### config.mk
export PLATFORM = sky130hd
export DESIGN_NAME = imem_loader
export DESIGN_NICKNAME = d
export VERILOG_FILES = /design/src/rtl/imem_loader_pkg.sv /design/src/rtl/imem_loader_byte_assembler.sv /design/src/rtl/imem_loader.sv
export SDC_FILE = /design/constraint.sdc
export NUM_CORES = 1
export LEC_CHECK = 0
export BUFFER_PORTS_ARGS = -buffer_cell sky130_fd_sc_hd__buf_2
export CORE_ASPECT_RATIO = 0.9
export CORE_MARGIN = 1
export CORE_UTILIZATION = 55
export DETAILED_ROUTE_END_ITERATION = 10
export GPL_TIMING_DRIVEN = 1
export MAX_ROUTING_LAYER = met4
export PLACE_DENSITY = 0.86
export SYNTH_ARGS = -nofsm -noshare
export SYNTH_HDL_FRONTEND = slang
export SYNTH_SLANG_ARGS = --single-unit
### constraint.sdc
create_clock -name i_Clock -period 6.3 [get_ports i_Clock]
set_input_delay 0.315 -clock i_Clock [delete_from_list [all_inputs] [get_ports i_Clock]]
set_output_delay 0.315 -clock i_Clock [all_outputs]
set_load 0.1 [all_outputs]
### src/rtl/imem_loader_pkg.sv
// Shared definitions for the instruction-memory boot loader:
// FSM states, field sizes and the state-to-ready decode.
package imem_loader_pkg;

    localparam int unsigned BYTES_PER_WORD = 4;
    localparam int unsigned HDR_BYTES      = 4;
    localparam int unsigned WORD_W         = 8 * BYTES_PER_WORD;

    typedef enum logic [2:0] {
        ST_HDR   = 3'd0,
        ST_DATA  = 3'd1,
        ST_WRITE = 3'd2,
        ST_CSUM  = 3'd3,
        ST_DONE  = 3'd4,
        ST_ERROR = 3'd5
    } state_t;

    // ERROR keeps accepting so an upstream sender can drain the rest of a bad frame.
    function automatic logic state_accepts_bytes(input state_t s);
        return (s == ST_HDR) || (s == ST_DATA) || (s == ST_CSUM) || (s == ST_ERROR);
    endfunction

endpackage

### src/rtl/imem_loader_byte_assembler.sv
// Packs accepted stream bytes into little-endian words; flags the byte that
// completes a word so the caller can act on it in the same cycle.
module byte_assembler
    import imem_loader_pkg::*;
(
    input  logic              i_Clock,
    input  logic              i_Reset,
    input  logic              i_Accept,
    input  logic [7:0]        i_Byte,
    output logic [WORD_W-1:0] o_Word,
    output logic              o_Word_Valid
);

    localparam int unsigned CNT_W = $clog2(BYTES_PER_WORD);

    logic [CNT_W-1:0]  r_Count;
    logic [WORD_W-1:0] r_Shift;
    logic              w_Last;

    assign w_Last = (r_Count == CNT_W'(BYTES_PER_WORD - 1));

    always_ff @(posedge i_Clock) begin
        if (!i_Reset) begin
            r_Count <= '0;
            r_Shift <= '0;
        end else if (i_Accept) begin
            r_Shift <= {i_Byte, r_Shift[WORD_W-1:8]};
            r_Count <= w_Last ? '0 : r_Count + CNT_W'(1);
        end
    end

    // Newest byte lands on top, so the completing byte is the most significant.
    assign o_Word       = {i_Byte, r_Shift[WORD_W-1:8]};
    assign o_Word_Valid = i_Accept && w_Last;

endmodule

### src/rtl/imem_loader.sv
// Boot-time instruction memory writer: parses a count/payload/checksum byte
// frame, writes words sequentially and releases the core once the load verifies.
module imem_loader
    import imem_loader_pkg::*;
#(
    parameter int unsigned           ADDR_WIDTH  = 64,
    parameter int unsigned           DEPTH_WORDS = 1024,
    parameter logic [ADDR_WIDTH-1:0] BASE_ADDR   = '0
) (
    input  logic                  i_Clock,
    input  logic                  i_Reset,
    input  logic                  i_Byte_Valid,
    input  logic [7:0]            i_Byte,
    output logic                  o_Byte_Ready,
    output logic                  o_Wr_En,
    output logic [ADDR_WIDTH-1:0] o_Wr_Addr,
    output logic [31:0]           o_Wr_Data,
    input  logic                  i_Wr_Ready,
    output logic                  o_Core_Reset,
    output logic                  o_Done,
    output logic                  o_Error
);

    localparam int unsigned IDX_W = $clog2(DEPTH_WORDS + 1);
    localparam int unsigned HDR_W = 8 * HDR_BYTES;

    state_t                r_State;
    logic [IDX_W-1:0]      r_Index;
    logic [IDX_W-1:0]      r_Num;
    logic [WORD_W-1:0]     r_Csum;
    logic                  r_Wr_En;
    logic [ADDR_WIDTH-1:0] r_Wr_Addr;
    logic [31:0]           r_Wr_Data;
    logic                  r_Core_Reset;
    logic                  r_Done;
    logic                  r_Error;

    logic                  w_Ready;
    logic                  w_Accept;
    logic [WORD_W-1:0]     w_Word;
    logic                  w_Word_Valid;
    logic [HDR_W-1:0]      w_Hdr_N;
    logic                  w_Oversize;
    logic [IDX_W-1:0]      w_Index_Next;

    assign w_Ready      = i_Reset && state_accepts_bytes(r_State);
    assign w_Accept     = i_Byte_Valid && w_Ready;
    assign w_Hdr_N      = w_Word[HDR_W-1:0];
    assign w_Oversize   = (w_Hdr_N > HDR_W'(DEPTH_WORDS));
    assign w_Index_Next = r_Index + IDX_W'(1);

    byte_assembler u_byte_assembler (
        .i_Clock      (i_Clock),
        .i_Reset      (i_Reset),
        .i_Accept     (w_Accept),
        .i_Byte       (i_Byte),
        .o_Word       (w_Word),
        .o_Word_Valid (w_Word_Valid)
    );

    always_ff @(posedge i_Clock) begin
        if (!i_Reset) begin
            r_State      <= ST_HDR;
            r_Index      <= '0;
            r_Num        <= '0;
            r_Csum       <= '0;
            r_Wr_En      <= 1'b0;
            r_Wr_Addr    <= BASE_ADDR;
            r_Wr_Data    <= '0;
            r_Core_Reset <= 1'b1;
            r_Done       <= 1'b0;
            r_Error      <= 1'b0;
        end else begin
            case (r_State)
                ST_HDR: begin
                    if (w_Word_Valid) begin
                        // Truncation is safe: oversize counts never reach DATA.
                        r_Num <= w_Hdr_N[IDX_W-1:0];
                        if (w_Oversize) begin
                            r_State <= ST_ERROR;
                            r_Error <= 1'b1;
                        end else if (w_Hdr_N == '0) begin
                            r_State <= ST_CSUM;
                        end else begin
                            r_State <= ST_DATA;
                        end
                    end
                end
                ST_DATA: begin
                    if (w_Word_Valid) begin
                        r_Wr_Data <= w_Word;
                        r_Csum    <= r_Csum ^ w_Word;
                        r_Wr_En   <= 1'b1;
                        r_State   <= ST_WRITE;
                    end
                end
                ST_WRITE: begin
                    if (i_Wr_Ready) begin
                        r_Wr_En   <= 1'b0;
                        r_Index   <= w_Index_Next;
                        // Incremental form of BASE_ADDR + (index << 2).
                        r_Wr_Addr <= r_Wr_Addr + ADDR_WIDTH'(BYTES_PER_WORD);
                        r_State   <= (w_Index_Next == r_Num) ? ST_CSUM : ST_DATA;
                    end
                end
                ST_CSUM: begin
                    if (w_Word_Valid) begin
                        if (w_Word == r_Csum) begin
                            r_State      <= ST_DONE;
                            r_Done       <= 1'b1;
                            r_Core_Reset <= 1'b0;
                        end else begin
                            r_State <= ST_ERROR;
                            r_Error <= 1'b1;
                        end
                    end
                end
                ST_DONE, ST_ERROR: begin
                    r_State <= r_State;
                end
                default: begin
                    r_State <= ST_ERROR;
                    r_Wr_En <= 1'b0;
                    r_Error <= 1'b1;
                end
            endcase
        end
    end

    assign o_Byte_Ready = w_Ready;
    assign o_Wr_En      = r_Wr_En;
    assign o_Wr_Addr    = r_Wr_Addr;
    assign o_Wr_Data    = r_Wr_Data;
    assign o_Core_Reset = r_Core_Reset;
    assign o_Done       = r_Done;
    assign o_Error      = r_Error;

endmodule
==> flow_summary.json, run 1 <==
{
  "dieArea_sq_um": 15200,
  "drive_above_1_share_pct": 14.8,
  "syn_avg_cell_area_sq_um": 8.20,
  "synth_area_leaders": "dfxtp_1 (45%), nand2_1 (8.3%), xor2_1 (5.4%)",
  "max-vdd-ir-drop_mv": 0.235,
  "core_sq_um": 14200,
  "antenna_found_initial": 1,
  "clk_pin_slew_worst_paths_ps": 60,
  "drtIter0Drc": 751,
  "r2r_slack_ps": 3360,
  "fin_util_pct": 65.2,
  "cts-root-buf": "clkbuf_16",
  "rows": 41,
  "routed_via_density": 5.79,
  "drv_slew": 0,
  "route.met2.wl_um": 8990,
  "dieHeight_um": 117,
  "clock_latency_ps": 430,
  "p_per_area_nw_per_um2": 252,
  "finalSetupTns_ps": 0,
  "wl_per_cell_um": 15.2,
  "final.period_utilization_pct": 46.7,
  "skew_ps": 8.40,
  "fin_nets": 1075,
  "setup_viol": 0,
  "ys_seq_area_share_pct": 44.9,
  "post_cts_resized": 0,
  "finalHoldViolations": 0,
  "setup_ws_ps": 3360,
  "pre_cts_ws_ps": 3300,
  "grt_pass1_vias": 6505,
  "dp_hpwl_um": 12800,
  "design_area_sq_um": 9230,
  "total_power_mw": 2.32,
  "wl_met1_um": 8560,
  "maxCapViolations": 0,
  "placed_cells": 1234,
  "met3WireLength_um": 1390,
  "worstHoldPathType": "in -> reg",
  "status": "completed",
  "gp_congestion": 0.895,
  "cp-start-kind": "flop",
  "synth_cells": 983,
  "post-cts-setup-buffer-count": 0,
  "cp.arrival_ps": 3300,
  "fin_crit_ps": 2940,
  "area_delta_synth_final_pct": 14.5,
  "cts.sinks": 181,
  "cts_hold_buf": 0,
  "tightest_slew_ps": 1230,
  "cts_inserted_buffers": 17,
  "tritoncts": "built",
  "final_cells": 1267,
  "power_leakage_nw": 3.54,
  "max_freq_mhz": 340,
  "vias": 7336,
  "syn_area_sq_um": 8060,
  "first_pass_iters": 5,
  "highest_layer": "met4",
  "yosysTopAreaCellShare_pct": 44.9,
  "synth-main-ff-cell": "dfxtp_1",
  "critPathKind": "reg -> reg",
  "grt_setup_unrepaired": "no",
  "initial_utilization_pct": 57.0,
  "overflow": 0,
  "yosysUniqueCellTypes": 58,
  "track_usage_pct": 27.2,
  "dpl_cell_area_sq_um": 8620,
  "grt_max_degree": 69,
  "synth_area_leader_cell": "dfxtp_1",
  "ant_nets": 0,
  "synth_seq_cells": 181,
  "die_w_um": 130,
  "hold_ws_ps": 165,
  "cts_max_level": 4,
  "worstSetupEndpointType": "flop",
  "drc_errors": 0,
  "wirelength_um": 19300,
  "slew_headroom_pct": 17.8,
  "cp.required_ps": 6660,
  "ioPinCount": 113,
  "io_buffers": 110,
  "grt_first_pass_wirelength_um": 31500,
  "synth_edf_count": 0,
  "cp_max_fo": 14,
  "ys_warn_count": 0,
  "cts_buffer_depth": 2,
  "synth_async_sr_flop_share_pct": 0
}
==> placed cells by master, fill, tap and decap left out, types with 13 or more instances in the layout <==
cell | synthesis | final
a21oi_1 | 79 | 79
buf_2 | 4 | 110
clkbuf_16 | 0 | 17
dfxtp_1 | 181 | 181
inv_1 | 13 | 13
nand2_1 | 179 | 179
nand3_1 | 59 | 59
nand4_1 | 25 | 25
nor2_1 | 55 | 55
nor3_1 | 18 | 18
nor4_1 | 24 | 24
o21ai_0 | 73 | 73
o31ai_1 | 16 | 16
or3_1 | 18 | 18
or4_1 | 17 | 17
xnor2_1 | 38 | 38
xor2_1 | 50 | 50
==> routing by layer <==
metal,track usage (%),up-vias
met5,-,-
met4,10.5,0
met3,4.77,36
met2,43.0,271
met1,34.7,3436
li1,-,3593
==> cells in the mapped netlist, types with 6 or more instances <==
master    instances
a21oi_1          79
and2_1            6
and3_1            9
and4_1            9
buf_1             6
clkbuf_1         40
dfxtp_1         181
inv_1            13
nand2_1         179
nand3_1          59
nand4_1          25
nor2_1           55
nor3_1           18
nor4_1           24
o21ai_0          73
o31ai_1          16
or3_1            18
or4_1            17
xnor2_1          38
xor2_1           50
==> registers in the layout, indices dropped and copies added (netlist names) <==
signal / cells
r_Index: 11
r_Num: 11
o_Done: 1
o_Error: 1
o_Wr_Data: 32
r_State: 3
r_Csum: 32
o_Core_Reset: 1
o_Wr_En: 1
u_byte_assembler.r_Count: 2
o_Wr_Addr: 62
u_byte_assembler.r_Shift: 24
==> where the power goes <==
part           internal [mW]  switching, mW  total (mW)  leakage (nW)
Combinational         0.0201         0.0552      0.0754          1.79
Sequential              1.15         0.0160        1.17          1.46
Clock                  0.647          0.431        1.08         0.292
Total                   1.82          0.502        2.32          3.54
==> cells by family after synthesis <==
group / count (synthesis) / synth area share (%)
other: 1 / 0.0465
AO/OA/AOI/OAI: 191 / 13.2
XOR/XNOR: 88 / 9.56
AND/OR/NAND/NOR: 446 / 27.6
flip-flops: 181 / 44.9
adder cells (fa/ha/maj): 3 / 0.466
buffers and inverters: 71 / 3.99
multiplexers: 2 / 0.248
==> critical path, cell delays in order (launching register included) <==
cell	delay (ps)
dfxtp_1	580
nand4bb_1	560
nor3_4	590
nand4_1	390
or4_1	600
a21oi_1	150
==> cell type report <==
type                            count  area, sq um
Inverter                           14         53.8
Fill cell                        1203         4930
Antenna cell                        1         2.50
Sequential cell                   181         3620
Timing Repair Buffer              114          581
Clock buffer                       25          515
Tap cell                          193          241
Clock inverter                      7         92.6
Multi-Input combinational cell    732         4120
==> final timing paths <==
check / start / endpoint / depth (start not counted)
worst min register to register: o_Wr_Data[0] / o_Wr_Data[0] / 2
worst max register to register: r_State[1] / o_Wr_Addr[43] / 5
worst min-delay path: i_Byte[2] / u_byte_assembler.r_Shift[26] / 3
worst max-delay path: r_State[1] / o_Wr_Addr[43] / 5
Power figures use the tool's default switching activity.
==> run 2: changes to the inputs <==
- clock period: 6.3 -> 2.79 ns (I/O delays scaled with it)
==> run 2 against run 1 <==
Net effect:
- clock power increased by 120%
- sequential power increased by 130%
- critical path depth unchanged
- die area unchanged
- worst setup slack got worse by 3000 ps
- highest routed layer unchanged
- critical path type unchanged
- register-to-register slack got worse by 3000 ps
- power increased by 130%
- global-route usage increased by 0.66 points
- flip-flop and latch count unchanged
- core utilization increased by 0.94 points
- maximum frequency increased by 21%
==> flow_summary.json, run 2 (synthesis results as in run 1) <==
{
  "skew_ps": 11.9,
  "max-vdd-ir-drop_mv": 0.479,
  "fin_crit_ps": 2440,
  "fin_nets": 1090,
  "regArea_sq_um": 3620,
  "drv_slew": 0,
  "cp_max_fo": 16,
  "finalSetupTns_ps": 0,
  "ioPinCount": 113,
  "max_freq_mhz": 410,
  "p_sw_share_pct": 22.7,
  "status": "completed",
  "final.period_utilization_pct": 87.4,
  "tightest_slew_ps": 724,
  "cts_hold_buf": 7,
  "clock_latency_ps": 440,
  "highest_layer": "met4",
  "met3WireLength_um": 1600,
  "routed_via_density": 5.82,
  "cp.arrival_ps": 2810,
  "internal_power_mw": 4.05,
  "grt_setup_unrepaired": "no",
  "dieHeight_um": 117,
  "p_per_area_nw_per_um2": 560,
  "cts_inserted_buffers": 17,
  "vias": 7460,
  "route.met2.wl_um": 9050,
  "total_power_mw": 5.24,
  "overflow": 0,
  "p_comb_share_pct": 3.6,
  "wl_per_cell_um": 15.6,
  "initial_utilization_pct": 57.0,
  "worstSetupEndpointType": "flop",
  "wirelength_um": 20000,
  "io_buffers": 110,
  "cp.required_ps": 3160,
  "cts_max_level": 4,
  "largest_reg_flops": 62,
  "grt_pass1_vias": 6672,
  "multi_input_area_sq_um": 4120,
  "post-cts-setup-buffer-count": 0,
  "switchingPower_mw": 1.19,
  "dp_hpwl_um": 13200,
  "drtIter0Drc": 791,
  "area_delta_synth_final_pct": 16.1,
  "rows": 41,
  "tritoncts": "built",
  "first_pass_iters": 7,
  "slew_headroom_pct": 51.3,
  "worstHoldPathType": "in -> reg",
  "fillers": 1165,
  "mostFrequentLayoutCells": "dfxtp_1 (181), nand2_1 (179), buf_2 (110), a21oi_1 (79), o21ai_0 (73)",
  "antenna_found_initial": 1,
  "cts_buffer_depth": 2,
  "core_sq_um": 14200,
  "final_cells": 1282,
  "power_leakage_nw": 3.61,
  "grt_first_pass_wirelength_um": 32100,
  "grt_max_degree": 79,
  "p_clk_share_pct": 46.0,
  "post_cts_resized": 0,
  "setup_viol": 0,
  "placed_cells": 1241,
  "critPathKind": "reg -> reg",
  "finalHoldViolations": 0,
  "layout_commonest_cell": "dfxtp_1",
  "wl_met1_um": 8930,
  "gp_congestion": 0.873,
  "cts-root-buf": "clkbuf_16",
  "die_w_um": 130,
  "cp-start-kind": "flop",
  "drive_above_1_share_pct": 15.3,
  "dieArea_sq_um": 15200,
  "clk_pin_slew_worst_paths_ps": 60,
  "track_usage_pct": 27.8,
  "drc_errors": 0,
  "maxCapViolations": 0,
  "power_frac_seq_pct": 50.3,
  "cts.sinks": 181,
  "ant_nets": 0
}
-- run 2: final timing paths --
check / start / endpoint / slack, ps / cells after the start
max: r_State[2] / o_Wr_Addr[54] / 350 / 5
min: i_Reset / o_Core_Reset / 100 / 2
max reg2reg: r_State[2] / o_Wr_Addr[54] / 350 / 5
min reg2reg: o_Wr_Data[21] / o_Wr_Data[21] / 450 / 2
-- run 2: area by class of cell --
cell class / instances / area share, %
tap: 193 / 2.58
clock inverter: 11 / 1.34
multi-input combinational: 732 / 44.0
timing repair buffer: 129 / 7.75
inverter: 14 / 0.574
antenna: 1 / 0.0267
sequential: 181 / 38.7
clock buffer: 21 / 5.02
-- run 2: worst max-delay path, cell delays in order (launching register included) --
cell and delay (ps):
dfxtp_1 450, and4bb_2 550, and3_1 270, nand4_1 440, or3_1 510, a21oi_1 140
-- run 2: routing by layer --
| metal | up-vias | track usage, % |
|---|---|---|
| met2 | 317 | 43.0 |
| met1 | 3471 | 35.8 |
| li1 | 3627 | - |
| met3 | 45 | 5.50 |
| met5 | - | - |
| met4 | 0 | 11.2 |
-- run 2: per-stage QoR --
| step | util [%] | worst slack [ps] | hold WS (ps) | instance area [sq um] |
|---|---|---|---|---|
| 3_5_place_dp | 61.4 | 397 | 413 | 8690 |
| 6_report | 66.1 | 351 | 98.4 | 9370 |
| 5_1_grt | 66.1 | 144 | 128 | 9370 |
| 2_1_floorplan | - | 20.0 | 248 | 8070 |
| 4_1_cts | 66.1 | 379 | 4.32 | 9350 |
| 3_3_place_gp | 61.4 | 487 | 406 | 8690 |
-- run 2: power by group through the flow --
stage / logic [mW] / registers, mW / clock network, mW
2_1_floorplan: 0.126 / 2.69 / 0
3_3_place_gp: 0.173 / 2.70 / 0
3_5_place_dp: 0.175 / 2.70 / 0
4_1_cts: 0.184 / 2.64 / 2.43
5_1_grt: 0.206 / 2.64 / 2.55
6_report: 0.190 / 2.64 / 2.41
